[config.mk]
export PLATFORM = sky130hd
export DESIGN_NAME = coax_control_v2_flat
export DESIGN_NICKNAME = d
export VERILOG_FILES = /design/src/rtl/coax_control_v2_pkg.sv /design/src/rtl/coax_control_v2_if.sv /design/src/rtl/coax_control_v2_edge.sv /design/src/rtl/coax_control_v2.sv /design/src/flat_wrapper.sv
export SDC_FILE = /design/constraint.sdc
export NUM_CORES = 1
export LEC_CHECK = 0
export ABC_CLOCK_PERIOD_IN_PS = 2300
export CAP_MARGIN = 20
export CORE_UTILIZATION = 51
export DETAILED_ROUTE_END_ITERATION = 10
export PLACE_DENSITY = 0.9
export SLEW_MARGIN = 10
export SYNTH_ARGS = -nofsm -noshare
export SYNTH_HDL_FRONTEND = slang
export SYNTH_SLANG_ARGS = --single-unit
[constraint.sdc]
create_clock -name clk -period 2.3 [get_ports clk]
set_clock_uncertainty 0.05 [all_clocks]
set_input_delay 0.345 -clock clk [delete_from_list [all_inputs] [get_ports clk]]
set_output_delay 0.345 -clock clk [all_outputs]
set_load 0.02 [all_outputs]
[src/rtl/coax_control_v2_pkg.sv]
// coax_control_v2_pkg
//   Shared constants for the coax SPI command processor: opcodes, register
//   addresses, status bit positions, TX response codes and the FSM state type.
//   No ports.
package coax_control_v2_pkg;

   // Command opcodes (low nibble of the command byte)
   localparam logic [3:0] OP_READ  = 4'h2;
   localparam logic [3:0] OP_WRITE = 4'h3;
   localparam logic [3:0] OP_TX    = 4'h4;
   localparam logic [3:0] OP_RX    = 4'h5;
   localparam logic [3:0] OP_RESET = 4'hF;

   // Register addresses (high nibble of the command byte)
   localparam logic [3:0] ADDR_STATUS  = 4'h1;
   localparam logic [3:0] ADDR_CONTROL = 4'h2;
   localparam logic [3:0] ADDR_MASK    = 4'h3;
   localparam logic [3:0] ADDR_LEVEL   = 4'h4;
   localparam logic [3:0] ADDR_ID      = 4'hF;

   // Status register bit positions
   localparam int ST_TX_EMPTY    = 0;
   localparam int ST_TX_FULL     = 1;
   localparam int ST_TX_ACTIVE   = 2;
   localparam int ST_TX_COMPLETE = 3;
   localparam int ST_RX_AVAIL    = 4;
   localparam int ST_RX_ACTIVE   = 5;
   localparam int ST_RX_ERROR    = 6;

   // Response byte returned for the first byte of each TX pair
   localparam logic [7:0] TX_RESP_FULL      = 8'h81;
   localparam logic [7:0] TX_RESP_NOT_READY = 8'h82;
   localparam logic [7:0] TX_RESP_OK        = 8'h00;

   typedef enum logic [3:0] {
      S_IDLE,
      S_READ1,
      S_READ2,
      S_WRITE1,
      S_WRITE2,
      S_TX1,
      S_TX2,
      S_TX3,
      S_RX1,
      S_RX2,
      S_RX3,
      S_RX4,
      S_RESET
   } state_t;

endpackage

[src/rtl/coax_control_v2_if.sv]
// coax_control_v2_if
//   Byte-level link between the SPI byte engine (master) and the command
//   processor (slave).
//   Handshake: there is no backpressure on either direction. A byte is
//   transferred in exactly the cycle its strobe is high; the receiver must
//   accept it then. spi_cs high means deselected and aborts any command.
//     spi_cs        engine -> processor  chip select, active low
//     spi_rx_data   engine -> processor  received byte
//     spi_rx_strobe engine -> processor  spi_rx_data valid, one cycle
//     spi_tx_data   processor -> engine  next response byte
//     spi_tx_strobe processor -> engine  load spi_tx_data, one cycle
interface coax_control_v2_if;
   logic       spi_cs;
   logic [7:0] spi_rx_data;
   logic       spi_rx_strobe;
   logic [7:0] spi_tx_data;
   logic       spi_tx_strobe;

   modport master (
      output spi_cs, spi_rx_data, spi_rx_strobe,
      input  spi_tx_data, spi_tx_strobe
   );

   modport slave (
      input  spi_cs, spi_rx_data, spi_rx_strobe,
      output spi_tx_data, spi_tx_strobe
   );
endinterface

[src/rtl/coax_control_v2_edge.sv]
// coax_control_v2_edge
//   Single-edge detector. RISING selects a rising (1) or falling (0) edge.
//   RESET_LEVEL is the assumed previous level after reset, so an input that
//   idles at that level does not produce a spurious pulse.
//     clk, reset  clock, synchronous active-high reset
//     sig         input level
//     edge_pulse  combinational one-cycle pulse on the selected edge
module coax_control_v2_edge #(
   parameter bit RISING      = 1'b1,
   parameter bit RESET_LEVEL = 1'b0
) (
   input  logic clk,
   input  logic reset,
   input  logic sig,
   output logic edge_pulse
);
   logic sig_q;

   always_ff @(posedge clk) begin
      if (reset) sig_q <= RESET_LEVEL;
      else       sig_q <= sig;
   end

   assign edge_pulse = RISING ? (sig & ~sig_q) : (~sig & sig_q);
endmodule

[src/rtl/coax_control_v2.sv]
// coax_control_v2
//   SPI-slave command processor between the SPI byte engine and the coax
//   TX/RX FIFOs. All outputs are registered.
//   Optional feature macro: COAX_CONTROL_IRQ_EN (irq mask register + irq port).
//   Ports:
//     clk, reset             clock, synchronous active-high reset
//     spi                    byte link to the SPI engine (slave modport)
//     control                control register
//     tx_reset/rx_reset      reset pulses to transmitter / receiver
//     tx_data, tx_load_strobe, tx_start_strobe   TX FIFO write / start
//     tx_active, tx_empty, tx_full, tx_ready     transmitter status
//     rx_active, rx_error, rx_empty, rx_data, rx_level   receiver status
//     rx_read_strobe         pop RX FIFO
//     fsm_state              current command state (debug)
//     irq                    masked interrupt (COAX_CONTROL_IRQ_EN only)
module coax_control_v2
   import coax_control_v2_pkg::*;
#(
   parameter int         DATA_WIDTH    = 10,
   parameter int         LEVEL_WIDTH   = 8,
   parameter logic [7:0] CONTROL_RESET = 8'h48,
   parameter logic [7:0] DEVICE_ID     = 8'hA5
) (
   input  logic                   clk,
   input  logic                   reset,
   coax_control_v2_if.slave       spi,
   output logic [7:0]             control,
   output logic                   tx_reset,
   input  logic                   tx_active,
   output logic [DATA_WIDTH-1:0]  tx_data,
   output logic                   tx_load_strobe,
   output logic                   tx_start_strobe,
   input  logic                   tx_empty,
   input  logic                   tx_full,
   input  logic                   tx_ready,
   output logic                   rx_reset,
   input  logic                   rx_active,
   input  logic                   rx_error,
   input  logic                   rx_empty,
   input  logic [DATA_WIDTH-1:0]  rx_data,
   output logic                   rx_read_strobe,
   input  logic [LEVEL_WIDTH-1:0] rx_level,
   output state_t                 fsm_state
`ifdef COAX_CONTROL_IRQ_EN
   ,
   output logic                   irq
`endif
);
   localparam int UW = DATA_WIDTH - 8;

   state_t          state_q, state_n;
   logic [3:0]      addr_q, addr_n;
   logic [7:0]      wmask_q, wmask_n;
   logic [7:0]      control_n;
   logic [UW-1:0]   upper_q, upper_n;
   logic            valid_q, valid_n;
   logic [15:0]     buf_q, buf_n;
   logic            tx_complete_q, tx_complete_n, tx_clear;
   logic [7:0]      spi_tx_data_n;
   logic            spi_tx_strobe_n;
   logic [DATA_WIDTH-1:0] tx_data_n;
   logic            tx_load_n, tx_reset_n, rx_reset_n, rx_read_n;
   logic [7:0]      status, reg_rd;
   logic [15:0]     rx_snap;
   logic            cs_rise, active_fall;
`ifdef COAX_CONTROL_IRQ_EN
   logic [7:0]      mask_q, mask_n;
`endif

   assign fsm_state = state_q;

   coax_control_v2_edge #(.RISING(1'b1), .RESET_LEVEL(1'b1)) u_cs_edge (
      .clk(clk), .reset(reset), .sig(spi.spi_cs), .edge_pulse(cs_rise)
   );

   coax_control_v2_edge #(.RISING(1'b0), .RESET_LEVEL(1'b0)) u_active_edge (
      .clk(clk), .reset(reset), .sig(tx_active), .edge_pulse(active_fall)
   );

   always_comb begin
      status                 = '0;
      status[ST_TX_EMPTY]    = tx_empty;
      status[ST_TX_FULL]     = tx_full;
      status[ST_TX_ACTIVE]   = tx_active;
      status[ST_TX_COMPLETE] = tx_complete_q;
      status[ST_RX_AVAIL]    = ~rx_empty;
      status[ST_RX_ACTIVE]   = rx_active;
      status[ST_RX_ERROR]    = rx_error;
   end

   always_comb begin
      case (addr_q)
         ADDR_STATUS:  reg_rd = status;
         ADDR_CONTROL: reg_rd = control;
`ifdef COAX_CONTROL_IRQ_EN
         ADDR_MASK:    reg_rd = mask_q;
`endif
         ADDR_LEVEL:   reg_rd = 8'(rx_level);
         ADDR_ID:      reg_rd = DEVICE_ID;
         default:      reg_rd = '0;
      endcase
   end

   // Flags sit in the top two bits; for words wider than 14 bits they take
   // precedence over the top data bits, which cannot fit in two bytes.
   always_comb begin
      rx_snap     = 16'(rx_data);
      rx_snap[15] = rx_error;
      rx_snap[14] = rx_empty;
   end

   always_comb begin
      state_n         = state_q;
      addr_n          = addr_q;
      wmask_n         = wmask_q;
      control_n       = control;
      upper_n         = upper_q;
      valid_n         = valid_q;
      buf_n           = buf_q;
      spi_tx_data_n   = spi.spi_tx_data;
      spi_tx_strobe_n = 1'b0;
      tx_data_n       = tx_data;
      tx_load_n       = 1'b0;
      tx_reset_n      = 1'b0;
      rx_reset_n      = 1'b0;
      rx_read_n       = 1'b0;
      tx_clear        = 1'b0;
`ifdef COAX_CONTROL_IRQ_EN
      mask_n          = mask_q;
`endif
      if (spi.spi_cs) begin
         // Deselect abandons the command and any half-received TX pair.
         state_n = S_IDLE;
         valid_n = 1'b0;
      end else begin
         case (state_q)
            S_IDLE: if (spi.spi_rx_strobe) begin
               addr_n = spi.spi_rx_data[7:4];
               case (spi.spi_rx_data[3:0])
                  OP_READ:  state_n = S_READ1;
                  OP_WRITE: state_n = S_WRITE1;
                  OP_TX:    state_n = S_TX1;
                  OP_RX:    state_n = S_RX1;
                  OP_RESET: state_n = S_RESET;
                  default:  state_n = S_IDLE;
               endcase
            end
            S_READ1: begin
               spi_tx_data_n   = reg_rd;
               spi_tx_strobe_n = 1'b1;
               state_n         = S_READ2;
            end
            S_READ2: if (spi.spi_rx_strobe) state_n = S_READ1;
            S_WRITE1: if (spi.spi_rx_strobe) begin
               wmask_n = spi.spi_rx_data;
               state_n = S_WRITE2;
            end
            S_WRITE2: if (spi.spi_rx_strobe) begin
               if (addr_q == ADDR_CONTROL)
                  control_n = (control & ~wmask_q) | (spi.spi_rx_data & wmask_q);
`ifdef COAX_CONTROL_IRQ_EN
               if (addr_q == ADDR_MASK)
                  mask_n = (mask_q & ~wmask_q) | (spi.spi_rx_data & wmask_q);
`endif
               state_n = S_IDLE;
            end
            S_TX1: begin
               tx_clear = 1'b1;
               state_n  = S_TX2;
            end
            S_TX2: if (spi.spi_rx_strobe) begin
               spi_tx_strobe_n = 1'b1;
               valid_n         = 1'b0;
               if (tx_full)        spi_tx_data_n = TX_RESP_FULL;
               else if (!tx_ready) spi_tx_data_n = TX_RESP_NOT_READY;
               else begin
                  spi_tx_data_n = TX_RESP_OK;
                  upper_n       = spi.spi_rx_data[UW-1:0];
                  valid_n       = 1'b1;
               end
               state_n = S_TX3;
            end
            S_TX3: if (spi.spi_rx_strobe) begin
               tx_data_n = {upper_q, spi.spi_rx_data};
               tx_load_n = valid_q;
               valid_n   = 1'b0;
               state_n   = S_TX2;
            end
            S_RX1: begin
               buf_n   = rx_snap;
               state_n = S_RX2;
            end
            S_RX2: begin
               spi_tx_data_n   = buf_q[15:8];
               spi_tx_strobe_n = 1'b1;
               state_n         = S_RX3;
            end
            S_RX3: if (spi.spi_rx_strobe) begin
               spi_tx_data_n   = buf_q[7:0];
               spi_tx_strobe_n = 1'b1;
               // An errored receiver is reset instead of popped.
               if (buf_q[15])      rx_reset_n = 1'b1;
               else if (!buf_q[14]) rx_read_n = 1'b1;
               state_n = S_RX4;
            end
            S_RX4: if (spi.spi_rx_strobe) state_n = S_RX1;
            S_RESET: begin
               tx_reset_n = 1'b1;
               rx_reset_n = 1'b1;
               tx_clear   = 1'b1;
               state_n    = S_IDLE;
            end
            default: state_n = S_IDLE;
         endcase
      end
      // A completion edge in the same cycle as a clear must not be lost.
      if (active_fall)   tx_complete_n = 1'b1;
      else if (tx_clear) tx_complete_n = 1'b0;
      else               tx_complete_n = tx_complete_q;
   end

   always_ff @(posedge clk) begin
      if (reset) begin
         state_q           <= S_IDLE;
         addr_q            <= '0;
         wmask_q           <= '0;
         control           <= CONTROL_RESET;
         upper_q           <= '0;
         valid_q           <= 1'b0;
         buf_q             <= '0;
         tx_complete_q     <= 1'b0;
         spi.spi_tx_data   <= '0;
         spi.spi_tx_strobe <= 1'b0;
         tx_data           <= '0;
         tx_load_strobe    <= 1'b0;
         tx_start_strobe   <= 1'b0;
         tx_reset          <= 1'b0;
         rx_reset          <= 1'b0;
         rx_read_strobe    <= 1'b0;
`ifdef COAX_CONTROL_IRQ_EN
         mask_q            <= '0;
         irq               <= 1'b0;
`endif
      end else begin
         state_q           <= state_n;
         addr_q            <= addr_n;
         wmask_q           <= wmask_n;
         control           <= control_n;
         upper_q           <= upper_n;
         valid_q           <= valid_n;
         buf_q             <= buf_n;
         tx_complete_q     <= tx_complete_n;
         spi.spi_tx_data   <= spi_tx_data_n;
         spi.spi_tx_strobe <= spi_tx_strobe_n;
         tx_data           <= tx_data_n;
         tx_load_strobe    <= tx_load_n;
         tx_start_strobe   <= cs_rise & ~tx_empty & ~tx_active;
         tx_reset          <= tx_reset_n;
         rx_reset          <= rx_reset_n;
         rx_read_strobe    <= rx_read_n;
`ifdef COAX_CONTROL_IRQ_EN
         mask_q            <= mask_n;
         irq               <= |(mask_q & {2'b0, rx_error, ~rx_empty, tx_complete_q, 3'b0});
`endif
      end
   end
endmodule

[src/flat_wrapper.sv]
// flat-port wrapper written by rule: the top's interface ports become plain ports
module coax_control_v2_flat import coax_control_v2_pkg::*;
#(
   parameter int         DATA_WIDTH    = 10,
   parameter int         LEVEL_WIDTH   = 8,
   parameter logic [7:0] CONTROL_RESET = 8'h48,
   parameter logic [7:0] DEVICE_ID     = 8'hA5
)
  (clk, reset, control, tx_reset, tx_active, tx_data, tx_load_strobe, tx_start_strobe, tx_empty, tx_full, tx_ready, rx_reset, rx_active, rx_error, rx_empty, rx_data, rx_read_strobe, rx_level, fsm_state, spi_spi_cs, spi_spi_rx_data, spi_spi_rx_strobe, spi_spi_tx_data, spi_spi_tx_strobe);
  coax_control_v2_if spi_i ();
  input  logic clk;
  input  logic reset;
  output logic [7:0] control;
  output logic tx_reset;
  input  logic tx_active;
  output logic [DATA_WIDTH-1:0] tx_data;
  output logic tx_load_strobe;
  output logic tx_start_strobe;
  input  logic tx_empty;
  input  logic tx_full;
  input  logic tx_ready;
  output logic rx_reset;
  input  logic rx_active;
  input  logic rx_error;
  input  logic rx_empty;
  input  logic [DATA_WIDTH-1:0] rx_data;
  output logic rx_read_strobe;
  input  logic [LEVEL_WIDTH-1:0] rx_level;
  output state_t fsm_state;
  input wire logic [$bits(spi_i.spi_cs)-1:0] spi_spi_cs;
  input wire logic [$bits(spi_i.spi_rx_data)-1:0] spi_spi_rx_data;
  input wire logic [$bits(spi_i.spi_rx_strobe)-1:0] spi_spi_rx_strobe;
  output wire logic [$bits(spi_i.spi_tx_data)-1:0] spi_spi_tx_data;
  output wire logic [$bits(spi_i.spi_tx_strobe)-1:0] spi_spi_tx_strobe;
  assign spi_i.spi_cs = spi_spi_cs;
  assign spi_i.spi_rx_data = spi_spi_rx_data;
  assign spi_i.spi_rx_strobe = spi_spi_rx_strobe;
  assign spi_spi_tx_data = spi_i.spi_tx_data;
  assign spi_spi_tx_strobe = spi_i.spi_tx_strobe;
  coax_control_v2 #(.DATA_WIDTH(DATA_WIDTH), .LEVEL_WIDTH(LEVEL_WIDTH), .CONTROL_RESET(CONTROL_RESET), .DEVICE_ID(DEVICE_ID)) u_core (.clk(clk), .reset(reset), .spi(spi_i), .control(control), .tx_reset(tx_reset), .tx_active(tx_active), .tx_data(tx_data), .tx_load_strobe(tx_load_strobe), .tx_start_strobe(tx_start_strobe), .tx_empty(tx_empty), .tx_full(tx_full), .tx_ready(tx_ready), .rx_reset(rx_reset), .rx_active(rx_active), .rx_error(rx_error), .rx_empty(rx_empty), .rx_data(rx_data), .rx_read_strobe(rx_read_strobe), .rx_level(rx_level), .fsm_state(fsm_state));
endmodule
==> results.json <==
{
  "final_nets": 460,
  "num_rows": 29,
  "ys_types": 56,
  "numPortBuffers": 72,
  "ff2ff_path_depth": 4,
  "synth_area_leaders": "dfxtp_1 40%, mux2i_1 11%, nor2_1 5.8%, a21oi_1 4.1%, nand3b_1 3.9%",
  "clock-sinks": 66,
  "die_h_um": 82.6,
  "syn_area_um2": 3310,
  "slew_viol_final": 0,
  "total_leakage_power_nw": 1.46,
  "required_ns": 1.90,
  "start_util_pct": 52.5,
  "worst-path-max-fanout": 10,
  "grt_usage_pct": 26.3,
  "synth_area_leader_cell": "dfxtp_1",
  "cp-end-kind": "primary output",
  "diodes": 0,
  "utilization_pct": 66.9,
  "antenna_found_initial": 0,
  "synth_cells": 359,
  "yosysWarnings": 0,
  "root_buffer": "clkbuf_8",
  "place_area_um2": 4030,
  "drt_pre_antenna_iters": 6,
  "routabilityCongestion": 0.911,
  "synth-main-ff-cell": "dfxtp_1",
  "seq_area_frac_synth_pct": 39.9,
  "powerDensity_nw_per_um2": 562,
  "stdcell_area_um2": 4230,
  "coreArea_um2": 6310,
  "cp-start-kind": "flip-flop",
  "hold_depth": 4,
  "synth_edf_count": 0,
  "drt_iter0_drc": 243,
  "yosysTopAreaCellShare_pct": 39.9,
  "routed_wl_um": 8290,
  "cts_tree": "done",
  "critPathArrivalTime_ns": 1.78,
  "maxSlewHeadroom_pct": 48.6,
  "drv_cap": 0,
  "layout-drive-gt1-share_pct": 10.5,
  "path_cells": "buf_4, clkdlybuf4s50_1",
  "period_minus_slack_ns": 2.18,
  "wl_per_cell_um": 16.5,
  "numCtsBuffers": 9,
  "fin_setup_tns_ns": 0,
  "setup_viol": 0,
  "io_pins": 73,
  "clk_latency_ns": 0.35,
  "status": "finished clean",
  "clock_path_buffers": 2,
  "ir_drop_mv": 0.479,
  "critPathKind": "flip-flop to primary output",
  "multi_input_area_um2": 1780,
  "antenna_left": 0,
  "reg2reg_slack_ns": 0.15,
  "hold_class": "primary input to flip-flop",
  "die_area_um2": 6830,
  "viasPerCell": 5.95,
  "synth-seq-cells": 66,
  "cts_resized": 0,
  "die_width_um": 82.6,
  "slowest_stage": "clkdlybuf4s50_1",
  "rsz0062_at_grt": "no",
  "dp_hpwl_um": 5830,
  "yosysMostFrequentCell": "dfxtp_1",
  "async_flop_share_pct": 0,
  "cts_setup_buffers": 0,
  "grt_overflow": 0,
  "clkTransAtPathRegs_ns": 0.07,
  "synthToLayoutAreaGrowth_pct": 27.5,
  "tightestPinTransition_ns": 0.770,
  "dr_total_vias": 2999,
  "hold_buffers": 0,
  "hold_violations": 0,
  "ys_top_cells_by_count": "66 x dfxtp_1, 51 x nor2_1, 37 x mux2i_1, 27 x a21oi_1, 17 x nand3b_1",
  "avgSynthCellArea_um2": 9.23,
  "fin_crit_sh_pct": 94.6,
  "route.detailed.drc": 0,
  "seqCellArea_um2": 1320,
  "max_freq_mhz": 460,
  "grt_max_degree": 59,
  "grt_pass1_wl_um": 13300,
  "htree_levels": 3,
  "cp_slowest_stage_delay_ns": 0.62,
  "grt_pass1_vias": 2790,
  "synth_fp_nets": 396,
  "fill_cells": 457
}
[worst max-delay path: cells and delay by family (launching register included)]
kind,cells,cell delay [ns]
flops,1,0.55
buf+inv,2,0.87
[final cells by class]
class	count	area share [%]
inverters	6	0.533
clock inverters	5	1.30
flip-flops and latches	66	31.3
well taps	77	2.28
clock buffers	10	3.26
repair buffers	85	19.2
multi-input cells	255	42.1
[per-stage QoR]
step	std cells	setup WS, ns	total power [W]	hold slack (ns)
2_1_floorplan	359	0.562	0.00132	0.372
4_1_cts	504	0.160	0.00238	0.291
3_5_place_dp	489	0.152	0.00142	0.428
6_report	504	0.124	0.00238	0.300
3_3_place_gp	489	0.245	0.00142	0.395
5_1_grt	504	0.00633	0.00246	0.334
[layout by cell type (no fill, tap or decap), types with 4 or more instances in the layout]
master	netlist	routed
clkdlybuf4s50_1	0	71
dfxtp_1	66	66
nor2_1	51	51
mux2i_1	37	37
a21oi_1	27	27
nand3b_1	17	17
buf_4	3	13
nand3_1	12	12
clkbuf_8	0	10
nand2_1	9	9
a311oi_1	7	7
and3_1	6	6
nor2b_1	6	6
inv_1	5	5
o221ai_1	5	5
nor3_1	6	5
nor4b_1	4	4
and3b_1	4	4
a21bo_2	4	4
or4b_1	4	4
o211ai_1	4	4
[layer usage]
| metal | track usage (%) | vias up | share of wire (%) |
|---|---|---|---|
| met5 | 0 | - | 0 |
| met4 | 8.45 | 0 | 1.3 |
| met3 | 8.35 | 14 | 6.3 |
| met2 | 42.6 | 108 | 50 |
| met1 | 33.2 | 1444 | 42 |
| li1 | - | 1433 | - |
[kinds of logic (layout without fill, tap and decap cells)]
logic type                after synthesis  in the layout  synth area share, %
buffers and inverters                  38            106                 6.57
xor gates and xnor gates                5              5                 1.32
and+or+nand+nor                       137            137                 24.4
muxes                                  37             37                 11.2
DFF                                    66             66                 39.9
AOI/OAI and AO/OA                      76             76                 16.7
[path summary, 6_finish.rpt]
kind                                            from                         to
worst max register to register   u_core.fsm_state[1]  u_core.spi.spi_tx_data[7]
worst max-delay path             u_core.fsm_state[0]               fsm_state[0]
worst min register to register  u_core.tx_complete_q       u_core.tx_complete_q
worst min-delay path                           reset        u_core.fsm_state[1]
[power by group]
group / switching [W] / total [W] / internal (W)
clock: 0.000456 / 0.000975 / 0.000520
sequential: 0.0000252 / 0.00118 / 0.00115
combinational: 0.000105 / 0.000222 / 0.000117
total: 0.000586 / 0.00238 / 0.00179
Power figures use the tool's default switching activity.
